`src/rtl/mathrix_pkg.sv`:
```
// Shared types and widths for the round sequencer: FSM state encoding and counter widths.
package mathrix_pkg;

  localparam int TIMER_W    = 7;
  localparam int SCORE_W    = 3;
  localparam int ARM_CYCLES = 2;

  typedef enum logic [2:0] {
    IDLE,
    ARM,
    PLAY,
    SCORE,
    ABORT,
    GAME_OVER
  } state_e;

endpackage

```
`src/rtl/round_timer_ctrl_if.sv`:
```
// Handshake between the round sequencer (master) and the equation1 stage (slave).
interface round_timer_ctrl_if;

  logic                             startEq1;
  logic                             EqAbort;
  logic [mathrix_pkg::TIMER_W-1:0]  OngoingTimer;
  logic                             correct;

  modport master (
    output startEq1,
    output EqAbort,
    output OngoingTimer,
    input  correct
  );

  modport slave (
    input  startEq1,
    input  EqAbort,
    input  OngoingTimer,
    output correct
  );

endinterface

```
`src/rtl/round_timer_ctrl_sec_prescaler.sv`:
```
// Divides Clock down to a one-cycle tick per second; counts only while en, clr restarts the second.
module sec_prescaler #(
  parameter int CLK_HZ = 50_000_000
) (
  input  logic Clock,
  input  logic Reset,
  input  logic clr,
  input  logic en,
  output logic tick
);

  localparam int CNT_W = (CLK_HZ > 1) ? $clog2(CLK_HZ) : 1;
  localparam logic [CNT_W-1:0] CNT_LAST = CNT_W'(CLK_HZ - 1);

  logic [CNT_W-1:0] cnt_q, cnt_d;

  assign tick = en && (cnt_q == CNT_LAST);

  always_comb begin
    cnt_d = cnt_q;
    if (clr) begin
      cnt_d = '0;
    end else if (en) begin
      cnt_d = tick ? '0 : cnt_q + 1'b1;
    end
  end

  always_ff @(posedge Clock) begin
    if (Reset) begin
      cnt_q <= '0;
    end else begin
      cnt_q <= cnt_d;
    end
  end

endmodule

```
`src/rtl/round_timer_ctrl.sv`:
```
// Game-round sequencer: launches equation1, runs the per-round countdown, tracks score and rounds.
// Optional build macro MATHRIX_PAUSE_EN adds a Pause input that freezes the countdown in PLAY.
module round_timer_ctrl
  import mathrix_pkg::*;
#(
  parameter int CLK_HZ     = 50_000_000,
  parameter int ROUND_SECS = 60,
  parameter int MAX_ROUNDS = 5
) (
  input  logic                  Clock,
  input  logic                  Reset,
  input  logic                  Start,
`ifdef MATHRIX_PAUSE_EN
  input  logic                  Pause,
`endif
  round_timer_ctrl_if.master    eq_if,
  output logic [SCORE_W-1:0]    Score,
  output logic [SCORE_W-1:0]    RoundNum,
  output logic                  Timeout,
  output logic                  GameOver
);

  localparam int ARM_CNT_W = (ARM_CYCLES > 1) ? $clog2(ARM_CYCLES) : 1;
  localparam logic [ARM_CNT_W-1:0] ARM_LAST   = ARM_CNT_W'(ARM_CYCLES - 1);
  localparam logic [TIMER_W-1:0]   ROUND_T    = TIMER_W'(ROUND_SECS);
  localparam logic [SCORE_W-1:0]   LAST_ROUND = SCORE_W'(MAX_ROUNDS);

  state_e                 state_q, state_d;
  logic [TIMER_W-1:0]     timer_q, timer_d;
  logic [SCORE_W-1:0]     score_q, score_d;
  logic [SCORE_W-1:0]     round_q, round_d;
  logic [ARM_CNT_W-1:0]   arm_cnt_q, arm_cnt_d;
  logic                   tick;
  logic                   run;

  function automatic logic [SCORE_W-1:0] sat_inc(input logic [SCORE_W-1:0] v);
    return (&v) ? v : v + 1'b1;
  endfunction

`ifdef MATHRIX_PAUSE_EN
  assign run = !Pause;
`else
  assign run = 1'b1;
`endif

  sec_prescaler #(
    .CLK_HZ (CLK_HZ)
  ) u_presc (
    .Clock (Clock),
    .Reset (Reset),
    .clr   (state_q == ARM),
    .en    ((state_q == PLAY) && run),
    .tick  (tick)
  );

  always_comb begin
    state_d   = state_q;
    timer_d   = timer_q;
    score_d   = score_q;
    round_d   = round_q;
    arm_cnt_d = arm_cnt_q;
    case (state_q)
      IDLE, GAME_OVER: begin
        if (Start) begin
          state_d   = ARM;
          score_d   = '0;
          round_d   = SCORE_W'(1);
          arm_cnt_d = '0;
        end
      end
      ARM: begin
        // Timer is loaded after the first strobe cycle so it is stable when equation1 latches it.
        if (arm_cnt_q == '0) timer_d = ROUND_T;
        if (arm_cnt_q == ARM_LAST) begin
          state_d   = PLAY;
          arm_cnt_d = '0;
        end else begin
          arm_cnt_d = arm_cnt_q + 1'b1;
        end
      end
      PLAY: begin
        if (tick && (timer_q != '0)) timer_d = timer_q - 1'b1;
        if (eq_if.correct) begin
          state_d = SCORE;
        end else if (tick && (timer_q == '0)) begin
          state_d = ABORT;
        end
      end
      SCORE, ABORT: begin
        if (state_q == SCORE) score_d = sat_inc(score_q);
        if (round_q == LAST_ROUND) begin
          state_d = GAME_OVER;
        end else begin
          round_d = round_q + 1'b1;
          state_d = ARM;
        end
      end
      default: state_d = IDLE;
    endcase
  end

  always_ff @(posedge Clock) begin
    if (Reset) begin
      state_q   <= IDLE;
      timer_q   <= '0;
      score_q   <= '0;
      round_q   <= '0;
      arm_cnt_q <= '0;
    end else begin
      state_q   <= state_d;
      timer_q   <= timer_d;
      score_q   <= score_d;
      round_q   <= round_d;
      arm_cnt_q <= arm_cnt_d;
    end
  end

  assign eq_if.startEq1     = (state_q == ARM);
  assign eq_if.EqAbort      = (state_q == ABORT);
  assign eq_if.OngoingTimer = timer_q;
  assign Timeout            = (state_q == ABORT);
  assign GameOver           = (state_q == GAME_OVER);
  assign Score              = score_q;
  assign RoundNum           = round_q;

endmodule

```
`src/flat_wrapper.sv`:
```
// flat-port wrapper written by rule: the top's interface ports become plain ports
module round_timer_ctrl_flat import mathrix_pkg::*;
#(
  parameter int CLK_HZ     = 50_000_000,
  parameter int ROUND_SECS = 60,
  parameter int MAX_ROUNDS = 5
)
  (Clock, Reset, Start, Score, RoundNum, Timeout, GameOver, eq_if_startEq1, eq_if_EqAbort, eq_if_OngoingTimer, eq_if_correct);
  round_timer_ctrl_if eq_if_i ();
  input  logic Clock;
  input  logic Reset;
  input  logic Start;
  output logic [SCORE_W-1:0] Score;
  output logic [SCORE_W-1:0] RoundNum;
  output logic Timeout;
  output logic GameOver;
  output wire logic [$bits(eq_if_i.startEq1)-1:0] eq_if_startEq1;
  output wire logic [$bits(eq_if_i.EqAbort)-1:0] eq_if_EqAbort;
  output wire logic [$bits(eq_if_i.OngoingTimer)-1:0] eq_if_OngoingTimer;
  input wire logic [$bits(eq_if_i.correct)-1:0] eq_if_correct;
  assign eq_if_startEq1 = eq_if_i.startEq1;
  assign eq_if_EqAbort = eq_if_i.EqAbort;
  assign eq_if_OngoingTimer = eq_if_i.OngoingTimer;
  assign eq_if_i.correct = eq_if_correct;
  round_timer_ctrl #(.CLK_HZ(CLK_HZ), .ROUND_SECS(ROUND_SECS), .MAX_ROUNDS(MAX_ROUNDS)) u_core (.Clock(Clock), .Reset(Reset), .Start(Start), .eq_if(eq_if_i), .Score(Score), .RoundNum(RoundNum), .Timeout(Timeout), .GameOver(GameOver));
endmodule
```
`config.mk`:
```
export PLATFORM = sky130hd
export DESIGN_NAME = round_timer_ctrl_flat
export DESIGN_NICKNAME = d
export VERILOG_FILES = /design/src/rtl/mathrix_pkg.sv /design/src/rtl/round_timer_ctrl_if.sv /design/src/rtl/round_timer_ctrl_sec_prescaler.sv /design/src/rtl/round_timer_ctrl.sv /design/src/flat_wrapper.sv
export SDC_FILE = /design/constraint.sdc
export NUM_CORES = 1
export LEC_CHECK = 0
export ABC_AREA = 1
export CAP_MARGIN = 20
export CORE_ASPECT_RATIO = 0.9
export CORE_MARGIN = 3
export CORE_UTILIZATION = 50
export CTS_CLUSTER_SIZE = 12
export DETAILED_ROUTE_END_ITERATION = 10
export PLACE_DENSITY = 0.78
export SETUP_SLACK_MARGIN = 0.3
export SYNTH_ARGS = -nofsm -noshare
export SYNTH_HDL_FRONTEND = slang
export SYNTH_SLANG_ARGS = --single-unit
```
`constraint.sdc`:
```
create_clock -name Clock -period 1.65 [get_ports Clock]
set_input_delay 0.2475 -clock Clock [delete_from_list [all_inputs] [get_ports Clock]]
set_output_delay 0.2475 -clock Clock [all_outputs]
set_load 0.1 [all_outputs]
```
==> metrics.md, run 1 <==
| Metric | Value |
|---|---|
| DR vias | `2691` |
| DP HPWL | `between 4000 and 5000 microns` |
| Slew @ Worst Pin | `about 0.42 ns` |
| Fmax | `638 MHz` |
| RSZ-0062 raised after global routing | `yes` |
| CTS clk-pin slew, worst paths | `0.09 ns` |
| Critical-path cell list | `inv_6 -> buf_6 -> nand3b_4 -> nor2_4 -> nand4_1 -> buf_4 -> o21ai_4 -> a21oi_2` |
| Hold-fix buffers at CTS | `0` |
| CTS H-tree lvls | `2` |
| Largest net degree at the start of global routing | `14` |
| Final worst slack | `0.0828 ns` |
| Fin. Hold Viols | `0` |
| Mux contribution to synthesized area | `0` |
| Root Buffer | `clkbuf_8` |
| TritonCTS clock tree | `built` |
| Initial antenna violation count | `0` |
| GP Congestion | `0.906` |
| Antenna diode count | `0` |
| Status | `complete, no violations` |
| CP max stage cell | `dfxtp_4` |
| Skew-Pair Late Insertion Delay | `0.30 ns` |
| Post-layout minimum cycle time | `~1.6 ns` |
| Critical path fanouts, max | `5` |
| Final wirelength | `between 7000 and 8000 microns` |
| Routed length on met1 | `3050 microns` |
| Sink Count | `43` |
| Largest family of logic cells by synthesized area | `simple AND/OR/NAND/NOR gates` |
| Drt wl/cell | `between 10 and 15 microns` |
| Maximum clock path buffer count | `2` |
| Syn_nets | `about 380` |
| Core area | `roughly 0.0046 sq mm` |
| Post-layout util | `0.807` |
| Most frequent cells in the layout | `nand2_1, nor2_1, inv_1` |
| Adder-Cell Fraction of Synth Area | `0.0353` |
| Mapped Area | `0.00248 sq mm` |
| Count of different cell masters after synthesis | `36` |
| Pre-CTS setup slack | `-0.0625 ns` |
| Fin area | `about 0.0037 sq mm` |
| Storage cell area | `907 sq um` |
| Vias per std cell | `5.41` |
| Filler cells | `around 280` |
| Synth Area in Simple Gates | `0.417` |
| Die extent in y | `approximately 73 microns` |
| Setup violations, final | `0` |
| Critical Path End Type | `flop` |
| Syn. warnings | `0` |
| Power per cell area | `1500 mW/mm^2` |
| Max Cap Viol | `0` |
| Port bufs | `20` |
| I/O Pins | `21` |
| Residual DRC | `0` |
| Lkg Pwr | `between 1.5 and 2 nW` |
| Post-synthesis xor/xnor area fraction | `0.0247` |
| Startpoint type of the worst setup path | `flop` |
| Compound-Gate Fraction of Synth Area | `0.0907` |
| Met2 wire length | `3620 microns` |
| Most common cell after layout, fill and taps aside | `nand2_1` |
| Switching part of the total | `0.484` |
| Clock power share | `0.158` |
| Internal power | `between 2 and 3 mW` |
| Multi-input gate area | `around 0.0017 sq mm` |
| Share of layout cells above drive strength 1 | `0.414` |
| Max stage delay on crit path | `0.37 ns` |
| Cts bufs inserted | `5` |
| Gate power share | `0.587` |
| Final Max Tran Viols | `0` |
| Syn avg cell area | `6.78 sq um` |
| Global-route wire length before repair | `roughly 11000 microns` |
| Sequential power share | `0.256` |
| Area after DPL | `a little over 0.003 sq mm` |
| Mapped Cells | `366` |
| Worst Path Arrival | `1.76 ns` |
| Starting DRT DRC Count | `231` |
| GRT Total Usage | `0.234` |
| Die area | `0.00585 sq mm` |
| CP required | `1.85 ns` |
| Net switching power | `2.71 mW` |
| Sequential element share of the synthesized area | `0.347` |
| Peak supply drop | `~1.4 mV` |
| Starting Density | `0.539` |
| Critical path class | `flop to flop` |
| Skew final | `0.00649 ns` |
| Overflow after GRT | `0` |
| Max Used Layer | `met4` |
| Final Cycle Share | `0.950` |
| Headroom to the max-slew limit | `0.718` |
| Vias in the first global route | `approximately 2400` |
| Row count | `23` |
| Die width | `80.3 microns` |
| Synthesis-stage register bit count | `43` |
| Worst Hold Class | `flop to flop` |
| Final net count | `roughly 450` |
| Area Growth Syn to Fin | `49.6%` |
| Number of iterations in the first detailed-routing pass | `5` |
| Met3 Routed Length | `516 microns` |
| Final ANT Viol Nets | `0` |
power groups by stage:
stage | combinational [mW] | sequential (mW) | clock (mW)
final | 3.28 | 1.43 | 0.880
after CTS | 3.02 | 1.42 | 0.871
after global placement | 2.69 | 1.43 | 0
after global routing | 3.45 | 1.46 | 0.923
after floorplan | 1.36 | 2.01 | 0
after detailed placement | 2.75 | 1.44 | 0
logic make-up after synthesis:
group                      after synthesis
AOI/OAI and AO/OA                       40
xor gates and xnor gates                 7
adders and majority gates                7
buffers and inverters                   53
DFF                                     43
and+or+nand+nor                        216
metrics by stage:
step / power, mW / hold slack, ns / cells / setup TNS [ns]
3_5_place_dp: 4.19 / 0.479 / 459 / -0.167
6_report: 5.59 / 0.471 / 497 / 0
5_1_grt: 5.84 / 0.478 / 497 / -0.0723
3_3_place_gp: 4.13 / 0.465 / 459 / 0
4_1_cts: 5.31 / 0.471 / 487 / 0
2_1_floorplan: 3.36 / 0.307 / 366 / -1.20
synthesized netlist by cell type, drive strengths merged:
master	number	area, sq um
and3	1	6.26
a31oi	1	6.26
dfxtp	43	861
nand3b	6	57.6
or2	3	21.3
xnor2	2	17.5
ha	7	87.6
buf	2	18.8
nor3b	1	7.51
inv	50	190
nor2	73	317
xor2	5	43.8
nor4	2	12.5
nand3	25	148
a21oi	22	121
clkbuf	1	3.75
nand4	5	31.3
o21ai	16	91.3
nor3	13	70.1
nand2	87	364
o22ai	1	6.26
sequential cells by signal, indices dropped and copies added, names as in the netlist:
| signal | count |
|---|---|
| u_core.RoundNum | 3 |
| u_core.state_q | 3 |
| u_core.eq_if.OngoingTimer | 7 |
| u_core.u_presc.cnt_q | 26 |
| u_core.arm_cnt_q | 1 |
| u_core.Score | 3 |
critical path: cells and delay by family (launching register included):
family | cells | cell delay, ns
AO/OA/AOI/OAI | 2 | 0.21
buffers and inverters | 3 | 0.40
flip-flops | 1 | 0.37
AND/OR/NAND/NOR | 3 | 0.49
path summary, 6_finish.rpt:
| check | slack [ns] | depth (start not counted) | start | endpoint |
|---|---|---|---|---|
| max reg2reg | 0.08 | 8 | u_core.state_q[2] | u_core.u_presc.cnt_q[15] |
| min | 0.47 | 1 | u_core.Score[0] | u_core.Score[0] |
| max | 0.08 | 8 | u_core.state_q[2] | u_core.u_presc.cnt_q[15] |
| min reg2reg | 0.47 | 1 | u_core.Score[0] | u_core.Score[0] |
metal layers:
layer	vias up	GRT usage
met2	117	0.400
met5	-	0
met3	16	0.0444
met4	0	0.0713
li1	1310	-
met1	1248	0.300
final cells by class:
type                            count  share of cell area
Clock inverter                      2             0.00943
Multi-Input combinational cell    270               0.447
Clock buffer                        6              0.0222
Inverter                           50              0.0583
Sequential cell                    43               0.244
Tap cell                           62              0.0209
Timing Repair Buffer               64               0.198
timing repair:
action | 4_1_cts | 5_1_grt
resized for setup | 42 | 41
setup buffers | 20 | 10
pin swaps | 15 | 13
endpoints found under the setup margin | 38 | 44
Note: power is estimated with default switching activity, not from simulation.
==> run 2: changes to the inputs <==
--- a/config.mk
+++ b/config.mk
@@ -8,7 +8,6 @@
 export ABC_AREA = 1
 export CAP_MARGIN = 20
 export CORE_ASPECT_RATIO = 0.9
-export CORE_MARGIN = 3
 export CORE_UTILIZATION = 50
 export CTS_CLUSTER_SIZE = 12
 export DETAILED_ROUTE_END_ITERATION = 10
==> run 2 against run 1 <==
  * The run now ends with setup timing left
  * Maximum frequency decreased by 6.0%
  * Via count increased by 12%
  * Sequential power about the same
  * Critical endpoint is now u_core.u_presc.cnt_q[24]
  * Clock power decreased by 22%
  * Sequential share of layout area decreased by 1.5 points
  * Global-route usage increased by 5.3 points
  * Routed wire length increased by 32%
  * Utilization increased by 7.3 points
  * Highest routed layer unchanged
  * Design area increased by 9.0%
  * Sequential cell count unchanged
==> metrics.md, run 2 (same netlist as run 1, synthesis figures left out) <==
| Metric | Value |
|---|---|
| Final std cells w/o fill | `503 (was 497)` |
| Row count | `23 (unchanged)` |
| Number of iterations in the first detailed-routing pass | `6 (was 5)` |
| Drt wl/cell | `19.2 microns (was 14.7 microns)` |
| Top Usage Layer GRT | `met2 (unchanged)` |
| Post-layout minimum cycle time | `1.67 ns (was 1.57 ns)` |
| Final ANT Viol Nets | `0 (unchanged)` |
| CTS clk-pin slew, worst paths | `0.08 ns (was 0.09 ns)` |
| Vias per std cell | `6.01 (was 5.41)` |
| Critical Path End Type | `flop (unchanged)` |
| Cell family with most CP delay | `simple AND/OR/NAND/NOR gates (unchanged)` |
| Area Growth Syn to Fin | `63.1% (was 49.6%)` |
| Setup TNS | `-0.0179 ns (was 0 ns)` |
| Root Buffer | `clkbuf_8 (unchanged)` |
| Most frequent cells in the layout | `nand2_1, nor2_1, buf_4 (was nand2_1, nor2_1, inv_1)` |
| Hold slack final | `0.468 ns (was 0.471 ns)` |
| CTS H-tree lvls | `2 (unchanged)` |
| Power per cell area | `1480 mW/mm^2 (was 1500 mW/mm^2)` |
| Worst Hold Class | `flop to flop (unchanged)` |
| Final wirelength | `9670 microns (was 7310 microns)` |
| Final Max Tran Viols | `0 (unchanged)` |
| Initial antenna violation count | `0 (unchanged)` |
| Critical-path cell list | `nand4_1 -> nand3b_1 -> nor2_4 -> nand2_1 -> nor2_1 -> nor2_1 (was inv_6 -> buf_6 -> nand3b_4 -> nor2_4 -> nand4_1 -> buf_4 -> o21ai_4 -> a21oi_2)` |
| Maximum clock path buffer count | `2 (unchanged)` |
| Final worst slack | `-0.0179 ns (was 0.0828 ns)` |
| Global-route wire length before repair | `11600 microns (was 10800 microns)` |
| Final Cycle Share | `1.01 (was 0.950)` |
| DR vias | `3021 (was 2691)` |
| Power Total | `5.99 mW (was 5.59 mW)` |
| Skew-Pair Late Insertion Delay | `0.31 ns (was 0.30 ns)` |
| Hold-fix buffers at CTS | `0 (unchanged)` |
| Net switching power | `3.04 mW (was 2.71 mW)` |
| DP HPWL | `4470 microns (was 4380 microns)` |
| Internal power | `2.95 mW (was 2.88 mW)` |
| CP dominant cell by count | `nor2_1` |
| Startpoint type of the worst setup path | `flop (unchanged)` |
| Switching part of the total | `0.507 (was 0.484)` |
| Starting Density | `0.539 (unchanged)` |
| Sink Count | `43 (unchanged)` |
| Setup violations, final | `1 (was 0)` |
| Max Cap Viol | `0 (unchanged)` |
| Area after DPL | `0.00308 sq mm (was 0.00309 sq mm)` |
| GR Util met1 | `0.333 (was 0.300)` |
| Cts bufs inserted | `5 (unchanged)` |
| WP buf/inv | `0 (was 3)` |
| Largest net degree at the start of global routing | `14 (unchanged)` |
| GR Layer Usage met3 | `0.0592 (was 0.0444)` |
| Pre-CTS setup slack | `-0.0883 ns (was -0.0625 ns)` |
| TritonCTS clock tree | `built (unchanged)` |
| Fin. Hold Viols | `0 (unchanged)` |
| Die extent in y | `68.8 microns (was 72.8 microns)` |
| Peak supply drop | `1.40 mV (was 1.38 mV)` |
| GP Congestion | `0.878 (was 0.906)` |
| Port bufs | `20 (unchanged)` |
| Post-layout util | `0.879 (was 0.807)` |
| Slew @ Worst Pin | `0.355 ns (was 0.419 ns)` |
| Vias in the first global route | `2553 (was 2395)` |
| Fin area | `0.00405 sq mm (was 0.00371 sq mm)` |
| CP required | `1.85 ns (about the same)` |
| Worst Path Arrival | `1.87 ns (was 1.76 ns)` |
| Headroom to the max-slew limit | `0.761 (was 0.718)` |
| I/O Pins | `21 (unchanged)` |
| Lkg Pwr | `1.63 nW (was 1.54 nW)` |
| Starting DRT DRC Count | `408 (was 231)` |
| Antenna diode count | `0 (unchanged)` |
| Failing checks | `setup timing` |
| Core area | `0.00460 sq mm (unchanged)` |
| Met2 Usage GRT | `0.539 (was 0.400)` |
| Gate power share | `0.641 (was 0.587)` |
| # placed instances | `458 (was 459)` |
| Overflow after GRT | `0 (unchanged)` |
| Share of layout cells above drive strength 1 | `0.531 (was 0.414)` |
| Max stage delay on crit path | `0.52 ns (was 0.37 ns)` |
| Residual DRC | `0 (unchanged)` |
| Most common cell after layout, fill and taps aside | `nand2_1 (unchanged)` |
| Status | `finished, violations left (was complete, no violations)` |
| GRT Total Usage | `0.287 (was 0.234)` |
| Critical path class | `flop to flop (unchanged)` |
| CP max stage cell | `dfxtp_1 (was dfxtp_4)` |
| Final net count | `451 (was 445)` |
| Die area | `0.00525 sq mm (was 0.00585 sq mm)` |
| Max reg flops | `26 (unchanged)` |
| RSZ-0062 raised after global routing | `yes (unchanged)` |
| Critical path fanouts, max | `7 (was 5)` |
| Skew final | `0.0156 ns (was 0.00649 ns)` |
| Die width | `76.3 microns (was 80.3 microns)` |
| Clock power share | `0.115 (was 0.158)` |
| Sequential power share | `0.244 (was 0.256)` |
| Largest reg by FF count | `u_core.u_presc.cnt_q (unchanged)` |
| Fmax | `600 MHz (was 638 MHz)` |
==> run 2: final cells by class <==
type                       instances  area (sq um)
multi-input combinational        270          1930
inverter                          50           219
clock buffer                       8          80.1
tap                               62          77.6
sequential                        43           930
fill                             188           556
timing repair buffer              70           817
==> run 2: timing repair <==
item                       CTS  global route
setup buffers               18            18
gates resized for setup     67           100
setup endpoints to repair   38            46
pin swaps                   22            36
gates cloned                 1             0
==> run 2: metal layers <==
metal  vias to the layer above  part of all wire
li1                       1329                 -
met1                      1424              0.38
met2                       198              0.50
met3                        70             0.070
met4                         0             0.052
met5                         -                 0
==> run 2: worst reg2reg max path, delay by kind of cell (launching register included) <==
family / cells / cell delay (ns)
and+or+nand+nor: 6 / 1.04
DFF: 1 / 0.52
==> run 2: worst paths after layout <==
check        slack [ns]                      from                       end  depth (start not counted)
min                0.47  u_core.u_presc.cnt_q[10]  u_core.u_presc.cnt_q[10]                          1
max reg2reg       -0.02  u_core.u_presc.cnt_q[16]  u_core.u_presc.cnt_q[24]                          6
min reg2reg        0.47  u_core.u_presc.cnt_q[10]  u_core.u_presc.cnt_q[10]                          1
max               -0.02  u_core.u_presc.cnt_q[16]  u_core.u_presc.cnt_q[24]                          6
==> run 2: power groups by stage <==
stage	logic, mW	registers, mW	clock network (mW)
detailed placement	2.77	1.44	0
global placement	2.69	1.43	0
floorplan	1.36	2.01	0
finish	3.84	1.46	0.689
CTS	3.25	1.43	0.673
global route	3.99	1.48	0.716
==> run 3: changes to the inputs <==
--- a/config.mk
+++ b/config.mk
@@ -6,11 +6,11 @@
 export NUM_CORES = 1
 export LEC_CHECK = 0
 export ABC_AREA = 1
-export CAP_MARGIN = 20
 export CORE_ASPECT_RATIO = 0.9
 export CORE_UTILIZATION = 50
 export CTS_CLUSTER_SIZE = 12
 export DETAILED_ROUTE_END_ITERATION = 10
+export HOLD_SLACK_MARGIN = 0.1
 export PLACE_DENSITY = 0.78
 export SETUP_SLACK_MARGIN = 0.3
 export SYNTH_ARGS = -nofsm -noshare
==> results of run 3 <==
No change in the layout: final DEF, timing and power equal those of run 2.
